### src/rtl/regfile_scoreboard.sv
// Integer register file with in-order issue scoreboard: NRD combinational read
// ports, one write-back per cycle, busy-bit tracking and RAW/WAW issue gating.

module regfile_rd_lane #(
  parameter int XLEN   = 32,
  parameter int NREG   = 32,
  parameter int AW     = 5,
  parameter int BYPASS = 1
) (
  input  logic [NREG-1:0][XLEN-1:0] regs,
  input  logic [NREG-1:0]           busy,
  input  logic [AW-1:0]             rd_addr,
  input  logic [AW-1:0]             rs,
  input  logic                      rs_en,
  input  logic                      wb_valid,
  input  logic [AW-1:0]             wb_addr,
  input  logic [XLEN-1:0]           wb_data,
  output logic [XLEN-1:0]           rd_data,
  output logic                      raw
);
  logic fwd_rd, fwd_rs;

  assign fwd_rd = (BYPASS != 0) && wb_valid && (wb_addr == rd_addr);
  assign fwd_rs = (BYPASS != 0) && wb_valid && (wb_addr == rs);

  always_comb begin
    rd_data = regs[rd_addr];
    if (rd_addr == '0) rd_data = '0;
    else if (fwd_rd)   rd_data = wb_data;
  end

  assign raw = rs_en && (rs != '0) && busy[rs] && !fwd_rs;
endmodule

module regfile_scoreboard #(
  parameter int XLEN   = 32,
  parameter int NREG   = 32,
  parameter int NRD    = 2,
  parameter int BYPASS = 1,
  localparam int AW    = $clog2(NREG),
  localparam int CW    = AW + 1
) (
  input  logic                clk,
  input  logic                reset,
  input  logic [NRD*AW-1:0]   rd_addr_i,
  output logic [NRD*XLEN-1:0] rd_data_o,
  input  logic                iss_valid_i,
  input  logic [AW-1:0]       iss_rd_i,
  input  logic                iss_we_i,
  input  logic [NRD*AW-1:0]   iss_rs_i,
  input  logic [NRD-1:0]      iss_rs_en_i,
  output logic                iss_ready_o,
  input  logic                wb_valid_i,
  input  logic [AW-1:0]       wb_addr_i,
  input  logic [XLEN-1:0]     wb_data_i,
  input  logic                flush_i,
  output logic [CW-1:0]       busy_cnt_o
);
  logic [NREG-1:0][XLEN-1:0] regs;
  logic [NREG-1:0]           busy;
  logic [NRD-1:0]            raw;
  logic                      waw, fire, set_hit, clr_hit, inc, dec;

  for (genvar k = 0; k < NRD; k++) begin : g_lane
    regfile_rd_lane #(.XLEN(XLEN), .NREG(NREG), .AW(AW), .BYPASS(BYPASS)) u_lane (
      .regs     (regs),
      .busy     (busy),
      .rd_addr  (rd_addr_i[k*AW +: AW]),
      .rs       (iss_rs_i[k*AW +: AW]),
      .rs_en    (iss_rs_en_i[k]),
      .wb_valid (wb_valid_i),
      .wb_addr  (wb_addr_i),
      .wb_data  (wb_data_i),
      .rd_data  (rd_data_o[k*XLEN +: XLEN]),
      .raw      (raw[k])
    );
  end

  // A same-cycle write-back to the destination releases WAW regardless of BYPASS.
  assign waw = iss_we_i && (iss_rd_i != '0) && busy[iss_rd_i] &&
               !(wb_valid_i && (wb_addr_i == iss_rd_i));
  assign iss_ready_o = !(|raw) && !waw && !reset && !flush_i;

  assign fire    = iss_valid_i && iss_ready_o;
  assign set_hit = fire && iss_we_i && (iss_rd_i != '0);
  assign clr_hit = wb_valid_i && (wb_addr_i != '0) && busy[wb_addr_i];
  // Set and clear of the same register cancel in the count: busy stays 1.
  assign inc     = set_hit && !busy[iss_rd_i];
  assign dec     = clr_hit && !(set_hit && (iss_rd_i == wb_addr_i));

  always_ff @(posedge clk) begin
    if (reset) begin
      regs       <= '0;
      busy       <= '0;
      busy_cnt_o <= '0;
    end else begin
      if (wb_valid_i && (wb_addr_i != '0)) regs[wb_addr_i] <= wb_data_i;
      if (flush_i) begin
        busy       <= '0;
        busy_cnt_o <= '0;
      end else begin
        if (clr_hit) busy[wb_addr_i] <= 1'b0;
        if (set_hit) busy[iss_rd_i]  <= 1'b1;
        busy_cnt_o <= busy_cnt_o + {{(CW-1){1'b0}}, inc} - {{(CW-1){1'b0}}, dec};
      end
    end
  end
endmodule
### config.mk
export PLATFORM = sky130hd
export DESIGN_NAME = regfile_scoreboard
export DESIGN_NICKNAME = d
export VERILOG_FILES = /design/src/rtl/regfile_scoreboard.sv
export SDC_FILE = /design/constraint.sdc
export NUM_CORES = 2
export LEC_CHECK = 0
export BUFFER_PORTS_ARGS = -buffer_cell sky130_fd_sc_hd__buf_2
export CAP_MARGIN = 20
export CORE_MARGIN = 2
export CORE_UTILIZATION = 57
export CTS_CLUSTER_DIAMETER = 40
export DETAILED_ROUTE_END_ITERATION = 12
export GPL_ROUTABILITY_DRIVEN = 1
export HOLD_SLACK_MARGIN = 0.15
export PLACE_DENSITY = 0.77
export SETUP_SLACK_MARGIN = 0.4
export SYNTH_ARGS = -nofsm -noshare
export SYNTH_HDL_FRONTEND = slang
export SYNTH_SLANG_ARGS = --single-unit
### constraint.sdc
create_clock -name clk -period 4.12 [get_ports clk]
set_clock_uncertainty 0.15 [all_clocks]
set_input_delay 0 -clock clk [delete_from_list [all_inputs] [get_ports clk]]
set_output_delay 0 -clock clk [all_outputs]
set_load 0.05 [all_outputs]
# After elaboration in Yosys (flattened, before gate mapping)
# Index checks and enable logic that the tools add are counted.
# totals
elab_cells	124
ff_bits	1062
output_inout_bits	71
in_bits	70
# op_classes
magnitude_cmp	8
mux	27
reduce_logical	44
n_eq_ne	6
bitwise	3
addsub	2
# ops
cell	count
$bwmux W1024	1
$mux W32	11
$bmux W32 S5	2
$demux W32 S5	1
$lt A5 B6 Y1 const B	6
$and A32 B32 Y32	1
$not A32 Y32	1
$or A32 B32 Y32	1
$eq A5 B5 Y1	6
$logic_and A1 B1 Y1	27
$bmux W1 S5	4
$reduce_bool A5 Y1	4
$demux W1 S5	2
$ge A5 B1 Y1 const B	2
$logic_not A5 Y1	2
$logic_not A1 Y1	9
$add A6 B1 Y6	1
$mux W1	6
$sub A6 B1 Y6	1
$reduce_or A2 Y1	2

# Depth between registers and ports, before layout
# depth
ltp_word	16
mapped_depth	19
depth_no_buf	15

# By module
# A second synthesis with hierarchy kept.
# unflattened
cells_unflattened	6121
area_unflattened_um2	54999.0
# modules_own_cells
module	cells_each	area_each_um2	n_inst	seq_area_each_um2
regfile_scoreboard	4803	37622.3	1	21260.4
regfile_rd_lane	659	8688.3	2	0.0

# Worst setup path before layout
# OpenSTA, ideal clock, no wires.
# synth_path
path_kind	flip-flop to flip-flop
from	register busy[30]
to	register busy_cnt_o[4]
path_buffers	1
arrival_time_ns	3.646
required_ns	3.846
stages_incl_launch_ff	17
setup_time_ns	0.124
path_slack_ns	0.200
synth_period_minus_slack_ns	3.920
path_cell_list	dfxtp_1 mux4_2 mux2_4 a2111oi_4 nor2_1 a22o_1 buf_6 or4_4 ha_1 inv_1 ha_1 fa_1 a21oi_1 nor2_1 nor2_1 xor2_1 nor2_1
# synth_between
elab_chain_cells	16
elab_cells_between_ends	31
# synth_rtl
element	line	text
start, declared	60	logic [NREG-1:0] busy;
start signal, assigned	94	busy <= '0;
start signal, assigned	99	busy <= '0;
start signal, assigned by index	102	if (clr_hit) busy[wb_addr_i] <= 1'b0;
branches (longest 15 deep; another with $bmux W1 S5)	--	
$sub A6 B1 Y6 (*)	104	busy_cnt_o <= busy_cnt_o + {{(CW-1){1'b0}}, inc} - {{(CW-1){1'b0}}, dec};
end signal, assigned	104	
end, declared	57	output logic [CW-1:0] busy_cnt_o
# Every way passes the cells marked *. The select of a mux whose other input is x is not followed.
# A chain may end at the register's enable or synchronous reset.

# Worst setup path in the final report
# layout_path
from	register busy[13]
to	register busy_cnt_o[4]
# Same word-level chain as after synthesis.

==> insert_results.sql <==
INSERT INTO impl_metrics (metric_group, metric, value, unit) VALUES
('setup_path', 'regToRegSetupSlack', '0.35', 'ns'),
('sta', 'timing.max_slew.rel_slack', '0.131', ''),
('setup_path', 'timing.critical_path.required', '4.61', 'ns'),
('route', 'postRouteWirelength', '220000', 'um'),
('yosys', 'synth.lib_cells_used.distinct', '61', ''),
('route', 'dr.first_iter.drc_count', '9393', ''),
('setup_path', 'setup.worst_path.class', 'flip-flop to flip-flop', ''),
('yosys', 'postSynthAreaPerCell', '9.03', 'um2'),
('clocking', 'worst_skew_pair.late_latency', '0.76', 'ns'),
('route', 'detail_route.vias_per_cell', '7.06', ''),
('finish', 'fin_area', '63100', 'um2'),
('clocking', 'cts-buffers-inserted', '147', ''),
('sta', 'max_clock_freq', '265', 'MHz'),
('power_and_ir_drop', 'ir_drop', '0.399', 'mV'),
('placement', 'dp.final_hpwl', '124000', 'um'),
('worst_hold_path', 'hp-class', 'primary input to flip-flop', ''),
('sta', 'hold_viol', '0', ''),
('die', 'die_area', '99600', 'um2'),
('global_route', 'grt_max_degree', '230', ''),
('sta', 'timing.final.crit_share', '0.915', ''),
('setup_path', 'arrival_time_of_data_at_the_critical_path_endpoint', '4.26', 'ns'),
('sta', 'setup-violations-final', '0', ''),
('setup_path', 'cpMaxStageDelayCell', 'sky130_fd_sc_hd__or4_4', ''),
('clocking', 'cts-root-buf', 'sky130_fd_sc_hd__clkbuf_16', ''),
('global_route', 'grt_antenna_before_repair', '19', ''),
('global_route', 'grtUsageMet3', '0.169', ''),
('setup_path', 'worstPathMaxFanout', '5', ''),
('global_route', 'first_global_vias', '50000', ''),
('sta', 'setup_tns', '0', 'ns'),
('setup_path', 'critical_path_depth', '14', ''),
('sta', 'drv_slew', '0', ''),
('placement', 'placedCellCount', '7036', ''),
('route', 'routed_wire_length_per_instance', '29.8', 'um'),
('finish', 'multi_input_comb_area', '31800', 'um2'),
('setup_path', 'crit_top_cell', 'sky130_fd_sc_hd__nor2_1', ''),
('placement', 'dp_worst_setup_slack', '0.279', 'ns'),
('finish', 'area_delta_synth_final', '14.1', '%'),
('clocking', 'tritoncts', 'built', ''),
('setup_path', 'regToRegStartpoint', 'busy[13]$_SDFF_PP0_', ''),
('die', 'io_pins', '141', ''),
('route', 'via_count', '52100', ''),
('sta', 'tightest_slew', '1.30', 'ns'),
('setup_path', 'worstSetupEndpoint', 'busy_cnt_o[4]$_SDFF_PP0_', ''),
('yosys', 'synth_cells', '6126', ''),
('finish', 'number_of_nets_in_the_final_layout', '6050', ''),
('finish', 'final_core_util', '0.655', ''),
('global_route', 'use_met2', '0.620', ''),
('setup_path', 'rr_endpoint', 'busy_cnt_o[4]$_SDFF_PP0_', ''),
('finish', 'seq_area', '21300', 'um2'),
('global_route', 'grt_usage', '0.435', ''),
('die', 'coreArea', '96400', 'um2'),
('die', 'die-height', '316', 'um'),
('route', 'drt_first_pass_iters', '8', ''),
('global_route', 'globalRoute.totalOverflow', '0', ''),
('power_and_ir_drop', 'power.density_cell_area', '410', 'nW/um2'),
('run', 'drv_cap', '0', ''),
('setup_path', 'path_cells', 'mux4_2 > mux2_2 > a211o_1 > a22o_1 > or4_4 > ha_4 > inv_2 > ha_4 > fa_2 > a21oi_2 > nor2_1 > nor2_1 > xor2_1 > nor2_1', ''),
('yosys', 'post_synth_net_total', '6203', ''),
('yosys', 'ys_dominant_reg_cell', 'sky130_fd_sc_hd__dfxtp_1', ''),
('setup_path', 'cp-end-kind', 'flip-flop', ''),
('setup_path', 'cp-start-kind', 'flip-flop', ''),
('yosys', 'syn_warnings', '0', ''),
('global_route', 'globalRoute.busiestLayer', 'met2', ''),
('clocking', 'clkSinkCount', '1062', ''),
('yosys', 'ys_ff_latch', '1062', ''),
('yosys', 'synthArstFlopShare', '0', ''),
('finish', 'share_of_post_route_cells_with_drive_strength_above_1', '0.207', ''),
('setup_path', 'kind_of_cell_adding_the_most_delay_to_the_critical_path', 'multiplexers', ''),
('status', 'outcome', 'complete, no violations', ''),
('die', 'initial_cell_density_of_the_core', '0.574', ''),
('yosys', 'synth_sequential_area_ratio', '0.384', '');
==> state kept, by name (all words and copies together), names as in the netlist <==
name and count:
busy_cnt_o 6, regs 1024, busy 32
==> power by group <==
part / internal (mW) / leakage [nW] / total (mW) / switching (mW)
clock: 8.22 / 2.51 / 13.4 / 5.18
sequential: 10.3 / 8.56 / 10.4 / 0.0518
combinational: 0.625 / 9.70 / 2.08 / 1.46
total: 19.2 / 20.8 / 25.9 / 6.69
==> worst min-delay path, cell delays in order <==
cell                      delay [ns]
sky130_fd_sc_hd__buf_2          0.08
sky130_fd_sc_hd__o21ai_0        0.08
sky130_fd_sc_hd__nor2_1         0.10
sky130_fd_sc_hd__a22o_1         0.17
sky130_fd_sc_hd__or4_4          0.14
sky130_fd_sc_hd__ha_4           0.18
sky130_fd_sc_hd__inv_2          0.05
sky130_fd_sc_hd__ha_4           0.11
sky130_fd_sc_hd__and2_1         0.10
==> cell usage in the layout (no fill, tap or decap), types with 15 or more instances in the layout <==
| cell | Yosys | routed |
|---|---|---|
| sky130_fd_sc_hd__nand2_1 | 2056 | 2024 |
| sky130_fd_sc_hd__dfxtp_1 | 1062 | 1055 |
| sky130_fd_sc_hd__a21oi_1 | 1035 | 1032 |
| sky130_fd_sc_hd__mux4_2 | 572 | 572 |
| sky130_fd_sc_hd__mux2i_1 | 164 | 164 |
| sky130_fd_sc_hd__clkbuf_16 | 0 | 154 |
| sky130_fd_sc_hd__buf_2 | 66 | 130 |
| sky130_fd_sc_hd__buf_4 | 6 | 125 |
| sky130_fd_sc_hd__a211oi_1 | 62 | 61 |
| sky130_fd_sc_hd__dlygate4sd3_1 | 0 | 60 |
| sky130_fd_sc_hd__nor2_1 | 90 | 57 |
| sky130_fd_sc_hd__o211ai_1 | 50 | 50 |
| sky130_fd_sc_hd__nor2b_1 | 43 | 42 |
| sky130_fd_sc_hd__buf_12 | 0 | 41 |
| sky130_fd_sc_hd__or3_1 | 36 | 35 |
| sky130_fd_sc_hd__nand2_2 | 0 | 32 |
| sky130_fd_sc_hd__nor2_4 | 0 | 32 |
| sky130_fd_sc_hd__o31ai_1 | 32 | 30 |
| sky130_fd_sc_hd__mux2_2 | 25 | 24 |
| sky130_fd_sc_hd__o22ai_1 | 23 | 23 |
| sky130_fd_sc_hd__o221ai_1 | 20 | 20 |
| sky130_fd_sc_hd__nand2b_1 | 19 | 19 |
| sky130_fd_sc_hd__clkbuf_8 | 0 | 19 |
| sky130_fd_sc_hd__clkinvlp_4 | 0 | 17 |
| sky130_fd_sc_hd__diode_2 | 0 | 16 |
| sky130_fd_sc_hd__xor2_1 | 16 | 16 |
| sky130_fd_sc_hd__clkinv_2 | 0 | 16 |
| sky130_fd_sc_hd__bufinv_16 | 0 | 16 |
| sky130_fd_sc_hd__clkinv_4 | 0 | 15 |
==> synth_stat cells, types with 10 or more instances <==
cell type | n | share of area
sky130_fd_sc_hd__mux2_2 | 25 | 0.0051
sky130_fd_sc_hd__o31ai_1 | 32 | 0.0043
sky130_fd_sc_hd__o221ai_1 | 20 | 0.0032
sky130_fd_sc_hd__xnor2_1 | 14 | 0.0022
sky130_fd_sc_hd__xor2_1 | 16 | 0.0025
sky130_fd_sc_hd__o22ai_1 | 23 | 0.0026
sky130_fd_sc_hd__a21oi_1 | 1035 | 0.094
sky130_fd_sc_hd__mux2i_1 | 164 | 0.030
sky130_fd_sc_hd__nand3_1 | 12 | 0.0011
sky130_fd_sc_hd__a211oi_1 | 62 | 0.0084
sky130_fd_sc_hd__nor2b_1 | 43 | 0.0049
sky130_fd_sc_hd__buf_1 | 45 | 0.0031
sky130_fd_sc_hd__dfxtp_1 | 1062 | 0.38
sky130_fd_sc_hd__a211o_1 | 13 | 0.0021
sky130_fd_sc_hd__clkbuf_2 | 26 | 0.0024
sky130_fd_sc_hd__nor3_1 | 10 | 0.00090
sky130_fd_sc_hd__or3_1 | 36 | 0.0041
sky130_fd_sc_hd__mux4_2 | 572 | 0.23
sky130_fd_sc_hd__nand2b_1 | 19 | 0.0021
sky130_fd_sc_hd__nor2_1 | 90 | 0.0061
sky130_fd_sc_hd__a221oi_1 | 14 | 0.0022
sky130_fd_sc_hd__o211ai_1 | 50 | 0.0068
sky130_fd_sc_hd__clkbuf_1 | 521 | 0.035
sky130_fd_sc_hd__nand2_1 | 2056 | 0.14
sky130_fd_sc_hd__buf_2 | 66 | 0.0060
==> layout make-up <==
cell class | instances | area share
multi-input cells | 4390 | 0.504
repair buffers | 364 | 0.0497
diodes | 16 | 0.000634
clock inverters | 85 | 0.0172
well taps | 1276 | 0.0253
flip-flops and latches | 1062 | 0.337
clock buffers | 184 | 0.0655
inverters | 8 | 0.000476
==> worst min path at each step <==
stage | from | endpoint | slack (ns) | cells after the start
2_1_floorplan | wb_data_i[8] | regs[1000]$_SDFFE_PP0P_ | 0.12 | 3
3_3_place_gp | reset | regs[26]$_SDFFE_PP0P_ | 0.27 | 2
4_1_cts | iss_rs_en_i[0] | busy_cnt_o[0]$_SDFF_PP0_ | 0.15 | 9
3_5_place_dp | flush_i | busy_cnt_o[5]$_SDFF_PP0_ | 0.27 | 3
6_report | iss_rs_en_i[0] | busy_cnt_o[0]$_SDFF_PP0_ | 0.15 | 9
5_1_grt | iss_rs_en_i[0] | busy_cnt_o[0]$_SDFF_PP0_ | 0.19 | 9
==> per-layer routing <==
metal,share of wire,wire length [um]
met1,0.33,71800
met2,0.41,90900
met3,0.17,36700
met4,0.093,20500
met5,0.00075,166
==> cells by family (layout without fill, tap and decap cells) <==
logic type | Yosys count | after routing | share of synthesized area
compound gates | 1282 | 1282 | 0.129
mux | 762 | 762 | 0.268
flops | 1062 | 1062 | 0.384
simple gates | 2309 | 2309 | 0.164
xor+xnor | 30 | 30 | 0.00475
other cells | 0 | 16 | 0
buf+inv | 674 | 641 | 0.0485
fa+ha+maj | 7 | 7 | 0.00172
==> timing repair <==
action                                   CTS  global route
hold buffers                              63             0
endpoints found under the hold margin   1046             0
resized for setup                          4            16
endpoints found under the setup margin     2            14
setup buffers                              1             0
cloned                                     0             1
pin swaps                                  4             1
(Power assumes the default switching activity.)
